## src/rtl/sound_pwm_dac.sv

```systemverilog
`default_nettype none
// ============================================================================
// Module   : sound_pwm_dac
// Purpose  : Converts an unsigned sample stream (sound_generator soundOut)
//            into a 1-bit PWM signal. Duty is latched only at period
//            boundaries, so sample changes never disturb a period in
//            progress. Provides coarse volume (right shift), a clean
//            enable/stop at period boundaries and a period-start strobe.
// Revision : 1.0 - initial release
// ----------------------------------------------------------------------------
// Parameters:
//   WIDTH     sample / PWM counter width; period = 2^WIDTH ticks
//   PRESCALE  clk cycles per PWM tick (1..65535)
// Ports:
//   clk             system clock
//   rst             synchronous active-low reset
//   en_i            run request (level)
//   sample_i        unsigned sample
//   volume_i        attenuation shift 0..3
//   pwm_o           registered PWM output
//   period_start_o  one-cycle strobe, cycle after a new duty is latched
//   active_o        high while running
// ============================================================================
module sound_pwm_dac #(
  parameter int WIDTH    = 8,
  parameter int PRESCALE = 1
) (
  input  logic             clk,
  input  logic             rst,
  input  logic             en_i,
  input  logic [WIDTH-1:0] sample_i,
  input  logic [1:0]       volume_i,
  output logic             pwm_o,
  output logic             period_start_o,
  output logic             active_o
);

  typedef enum logic [0:0] {
    ST_IDLE = 1'b0,
    ST_RUN  = 1'b1
  } state_t;

  localparam logic [15:0]      c_presc_last = 16'(PRESCALE - 1);
  localparam logic [WIDTH-1:0] c_cnt_last   = '1;

  state_t           r_state, w_state_nxt;
  logic [15:0]      r_presc, w_presc_nxt;
  logic [WIDTH-1:0] r_cnt,   w_cnt_nxt;
  logic [WIDTH-1:0] r_duty,  w_duty_nxt;
  logic             r_pwm,   w_pwm_nxt;
  logic             r_pstart, w_pstart_nxt;

  logic             w_tick;
  logic             w_boundary;
  logic [WIDTH-1:0] w_shifted;

  assign w_tick     = (r_presc == c_presc_last);
  assign w_boundary = w_tick && (r_cnt == c_cnt_last);
  // Volume attenuation is applied before the latch; a right shift can
  // never overflow the duty register.
  assign w_shifted  = sample_i >> volume_i;

  always_ff @(posedge clk) begin
    if (!rst) begin
      r_state  <= ST_IDLE;
      r_presc  <= '0;
      r_cnt    <= '0;
      r_duty   <= '0;
      r_pwm    <= 1'b0;
      r_pstart <= 1'b0;
    end else begin
      r_state  <= w_state_nxt;
      r_presc  <= w_presc_nxt;
      r_cnt    <= w_cnt_nxt;
      r_duty   <= w_duty_nxt;
      r_pwm    <= w_pwm_nxt;
      r_pstart <= w_pstart_nxt;
    end
  end

  always_comb begin
    w_state_nxt  = r_state;
    w_presc_nxt  = r_presc;
    w_cnt_nxt    = r_cnt;
    w_duty_nxt   = r_duty;
    w_pwm_nxt    = 1'b0;
    w_pstart_nxt = 1'b0;

    case (r_state)
      ST_IDLE: begin
        w_presc_nxt = '0;
        w_cnt_nxt   = '0;
        if (en_i) begin
          w_duty_nxt   = w_shifted;
          w_pstart_nxt = 1'b1;
          w_state_nxt  = ST_RUN;
        end
      end

      ST_RUN: begin
        // Compare uses the pre-edge count, so pwm_o lags cnt by one cycle.
        w_pwm_nxt   = (r_cnt < r_duty);
        w_presc_nxt = w_tick ? 16'd0 : (r_presc + 16'd1);
        if (w_boundary) begin
          w_cnt_nxt = '0;
          if (en_i) begin
            w_duty_nxt   = w_shifted;
            w_pstart_nxt = 1'b1;
          end else begin
            w_duty_nxt  = '0;
            w_state_nxt = ST_IDLE;
          end
        end else if (w_tick) begin
          w_cnt_nxt = r_cnt + 1'b1;
        end
      end

      default: begin
        w_state_nxt = ST_IDLE;
      end
    endcase
  end

  assign pwm_o          = r_pwm;
  assign period_start_o = r_pstart;
  assign active_o       = (r_state == ST_RUN);

endmodule
`default_nettype wire

```

## config.mk

```make
export PLATFORM = sky130hd
export DESIGN_NAME = sound_pwm_dac
export DESIGN_NICKNAME = d
export VERILOG_FILES = /design/src/rtl/sound_pwm_dac.sv
export SDC_FILE = /design/constraint.sdc
export NUM_CORES = 1
export LEC_CHECK = 0
export BUFFER_PORTS_ARGS = -buffer_cell sky130_fd_sc_hd__buf_2
export CORE_MARGIN = 2
export CORE_UTILIZATION = 40
export DETAILED_ROUTE_END_ITERATION = 16
export GPL_ROUTABILITY_DRIVEN = 0
export GPL_TIMING_DRIVEN = 0
export HOLD_SLACK_MARGIN = 0.1
export RECOVER_POWER = 100
export SLEW_MARGIN = 20
export SYNTH_ARGS = -nofsm -noshare
export SYNTH_HDL_FRONTEND = slang
export SYNTH_SLANG_ARGS = --single-unit
```

## constraint.sdc

```tcl
create_clock -name clk -period 2.3 [get_ports clk]
set_clock_uncertainty 0.1 [all_clocks]
set_input_delay 0.345 -clock clk [delete_from_list [all_inputs] [get_ports clk]]
set_output_delay 0.345 -clock clk [all_outputs]
set_load 0.05 [all_outputs]
```

=== Word-level counts from Yosys, hierarchy flattened ===
Cells that the tools add are included.

* Bits in registers: 35
* Latch bits: 0
* Memory bits (writable): 0
* Bits in read-only memories: 0
* Input port bits: 13
* Output and inout bits: 3
* Word-level logic and storage cells: 33
* Memories: 0

* Add/sub/neg operators: 2
* $mul: 0
* Div/mod/pow operators: 0
* Magnitude comparators: 1
* Eq/ne operators: 4
* Shifts and indexed selects: 1
* Mux-type cells: 14
* Bitwise operators: 1
* Reductions and logical operators: 4

{| class="wikitable"
|+ Operator list
! operator !! number
|-
| 8-bit two-way mux || 5
|-
| 16-bit one-hot mux with 2 select lines || 1
|-
| 8-bit one-hot mux with 2 select lines || 2
|-
| 16-bit by 1-bit adder with 16-bit output (second input constant) || 1
|-
| 16-bit logical NOT || 1
|-
| 16-bit two-way mux || 1
|-
| 8-bit by 1-bit adder with 8-bit output (second input constant) || 1
|-
| 8-bit == test (second input constant) || 1
|-
| 8-bit less-than comparator || 1
|-
| 8-bit by 2-bit right shift with 8-bit output || 1
|-
| 1-bit one-hot mux with 2 select lines || 2
|-
| 2-bit AND reduction || 2
|-
| 1-bit two-way mux || 3
|-
| 3-bit by 1-bit != test with 1-bit output (second input constant) || 1
|-
| 2-bit by 1-bit != test with 1-bit output (second input constant) || 1
|-
| 2-bit != test (second input constant) || 1
|-
| 1-bit logical AND || 1
|-
| 1-bit NOT || 1
|}

=== Longest topological paths before layout ===
* Word-level depth: 4
* Gate-level depth with buffers: 8
* Gate-level depth less buffers: 6

=== Least setup slack after synthesis ===
Ideal clock, no wire load.

* Kind: flip-flop to flip-flop
* Start: register r_presc[0]
* End: register r_duty[6]
* Setup time: 137 ps
* Data arrival time: 1,506 ps
* Required time: 2,063 ps
* Path slack: 557 ps
* Stages on the path, launching flop included: 8
* Buffers on the path: 1
* Period minus slack after synthesis: 1,743 ps
* Cells stage by stage: dfxtp_1 inv_1 ha_1 nor4b_4 nand4_1 buf_2 o31ai_4 o32ai_1

* Cells in the longest elaborated chain, start to end: 4

{| class="wikitable"
|+ Ends and longest elaborated chain
! what !! line !! source
|-
| start, declared || 47 || <nowiki>logic [15:0] r_presc, w_presc_nxt;</nowiki>
|-
| start signal, assigned || 73 || <nowiki>r_presc <= w_presc_nxt;</nowiki>
|-
| 16-bit logical NOT || 57 || <nowiki>assign w_tick = (r_presc == c_presc_last);</nowiki>
|-
| 1-bit logical AND || 58 || <nowiki>assign w_boundary = w_tick && (r_cnt == c_cnt_last);</nowiki>
|-
| 2-bit by 1-bit != test with 1-bit output (no line) || - ||
|-
| 2-bit AND reduction (no line) || - ||
|-
| end signal, assigned || 75 || <nowiki>r_duty <= w_duty_nxt;</nowiki>
|-
| end, declared || 49 || <nowiki>logic [WIDTH-1:0] r_duty, w_duty_nxt;</nowiki>
|}

No other way between the ends.
A chain may end at the register's enable or synchronous reset.

=== Worst setup path after layout ===
* Start: register r_presc[0]
* End: register r_duty[7]

The elaborated chain is that of the path after synthesis.

==> run_results.csv <==
group,metric,value,unit
floorplanning,dieHeight,73.4,µm
place,dp_slack,0.301,ns
finish,nets,255,
cts,cts.clk_slew.worst_paths,0.08,ns
power,p_total,1.18,mW
synth,yosys-mux-area-fraction,0.0734,
synth,synth-seq-cells,35,
global_routing,grtUsageTotal,0.159,
critical_path,path_cells,"inv_1 -> ha_1 -> nor4b_4 -> nand4_1 -> buf_2 -> o31ai_4 -> o32ai_1",
critical_path,max_stage_delay,0.42,ns
cts,root_buffer,"clkbuf_8",
finish,diodes,0,
drt,drtIter0Drc,58,
timing,tightest_slew,0.586,ns
synth,ys.flop_type,"dfxtp_1",
drt,dr.pass1.iters,4,
cts,clk_latency,0.30,ns
power,pwr_density_cell,552,nW/µm²
drt,met1Wirelength,1930,µm
finish,n_fill_cell,476,
critical_path,critical_path_class,"register to register",
power,ir_drop,0.284,mV
synth,ys_top_cells_by_count,"dfxtp_1, nand2_1, nor2_1",
critical_path,cp_max_fo,10,
finish,drive_above_1_share,0.146,
drt,antenna_left,0,
synth,syn-instance-count,212,
cts,cts_tree,"yes",
synth,synth_compound_gate_area_share,0.134,
floorplanning,core.rowCount,25,
critical_path,slowest_stage,"o31ai_4",
synth,synth.distinct_cells,40,
drt,route.met2.wl,1500,µm
synth,seq_area_frac_synth,0.364,
drt,drc_errors,0,
drt,num_vias,1505,
global_routing,grt_overflow,0,
timing,period_share,0.889,
synth,synthXorXnorAreaFrac,0.0636,
critical_path,start_kind,"register",
critical_path,critPathTopFamily,"compound AO/OA/AOI/OAI gates",
place,portBuffers,13,
drt,routed.top_layer,"met4",
timing,hold_viol,0,
timing,fmaxAchievable,489,MHz
global_routing,grt_pass1_vias,1346,
run,cap_violations,0,
synth,synth_top_family_by_area,"simple AND/OR/NAND/NOR gates",
drt,wire_per_inst,12.8,µm
synth,ys_top_cells_by_area,"dfxtp_1, ha_1, xnor2_1, mux4_2, nand2_1",
timing,slew_violations,0,
timing,rsz0062_at_grt,"no",
floorplanning,die_area,5390,µm²
drt,wl_met3,143,µm
cts,postCtsSetupRepairBufs,0,
finish,area_delta_synth_final,10.7,%
drt,post_drt_via_cell_ratio,5.24,
drt,routed_wl,3670,µm
synth,postSynth.asyncResetShare,0,
cts,clock_path_buffers,2,
global_routing,grt_pass1_wl,6540,µm
critical_path,worstPathArrival,2.10,ns
floorplanning,start_util,0.411,
power,leakage,0.759,nW
cts,ctsResizeCount,0,
synth,avgSynthCellArea,9.09,µm²
synth,synth_fa_ha_area_frac,0.0649,
floorplanning,die_w,73.4,µm
timing,slew_headroom,0.611,
synth,yosysTopAreaCell,"dfxtp_1",
place,place_hpwl,2730,µm
timing,tns,0,ns
status,outcome,"completed",
global_routing,grt_max_degree,12,
synth,yosysMostFrequentCell,"dfxtp_1",
synth,synth_edf_count,0,
floorplanning,core,4690,µm²
synth,yosys.area_share.simple,0.248,
cts,cts_made_buffers,5,
cts,htreeDepth,2,
timing,setup_violations,0,
global_routing,antenna_found_initial,0,
timing,min_period,2.04,ns
critical_path,crit_required,2.36,ns
worst_hold_path,hp-class,"input port to register",
critical_path,crit_buf_inv,2,
finish,fin_util,0.455,
synth,syn_nets,235,
synth,syn_area,1930,µm²
synth,yosysTopAreaCellShare,0.364,
cts,clock_sinks,35,
cts,ctsHoldBuffers,0,
timing,fin_ws,0.256,ns
floorplanning,io_pins,16,
critical_path,end_kind,"register",
synth,ys_warn_count,0,
-- tightest hold or removal path, cell delays in order --
cell and delay (ns):
buf_2 0.11, inv_1 0.07, a21oi_1 0.06
-- placed cells by master (no fill, tap or decap), types with 6 or more instances in the layout --
master and count:
a21oi_1 6, buf_2 12, clkbuf_1 8, dfxtp_1 35, ha_1 10, inv_1 17
nand2_1 22, nand3_1 8, nor2_1 19, nor3_1 8, o21ai_0 6, o32ai_1 7
xnor2_1 12
-- flip-flops by register name, summed over array words and instances, names as in the netlist --
name	flops
r_presc	16
pwm_o	1
r_duty	8
active_o	1
r_cnt	8
period_start_o	1
-- cells by family (layout without fill, tap and decap cells) --
logic type	after synthesis	after routing
XOR/XNOR	14	14
AND/OR/NAND/NOR	85	85
multiplexers	9	9
adder cells (fa/ha/maj)	10	10
AO/OA/AOI/OAI	35	35
buffers and inverters	24	45
flip-flops	35	35
-- cell type report --
cell class,count,area [µm²],share of cell area
flip-flops and latches,35,701,0.328
plain buffers,7,30.0,0.0141
multi-input cells,153,1120,0.527
repair buffers,13,61.3,0.0287
inverters,17,63.8,0.0299
clock inverters,2,12.5,0.00587
well taps,54,67.6,0.0317
clock buffers,6,72.6,0.0340
-- final timing paths --
path                     to  depth (start not counted)        from  slack, ns
setup / recovery  r_duty[7]                          7  r_presc[0]       0.26
setup reg to reg  r_duty[7]                          7  r_presc[0]       0.26
hold / removal     active_o                          3        en_i       0.24
hold reg to reg   r_duty[5]                          2   r_duty[5]       0.39
-- through the flow --
stage	hold slack, ns	cells	area [µm²]
final	0.237	287	2130
after global placement	0.362	279	2060
after detailed placement	0.369	279	2060
after global routing	0.237	287	2130
after CTS	0.226	287	2140
after floorplan	0.342	212	1930
-- power by group --
| group | internal, mW | total [mW] | switching (mW) |
|---|---|---|---|
| clock network | 0.212 | 0.440 | 0.229 |
| logic | 0.0485 | 0.112 | 0.0631 |
| registers | 0.619 | 0.625 | 0.00659 |
-- routing by layer --
| metal | track usage | vias to the layer above |
|---|---|---|
| met5 | 0 | - |
| met4 | 0.0788 | 0 |
| met3 | 0.0508 | 7 |
| met2 | 0.215 | 26 |
| met1 | 0.226 | 668 |
| li1 | - | 804 |
Power figures use the tool's default switching activity.
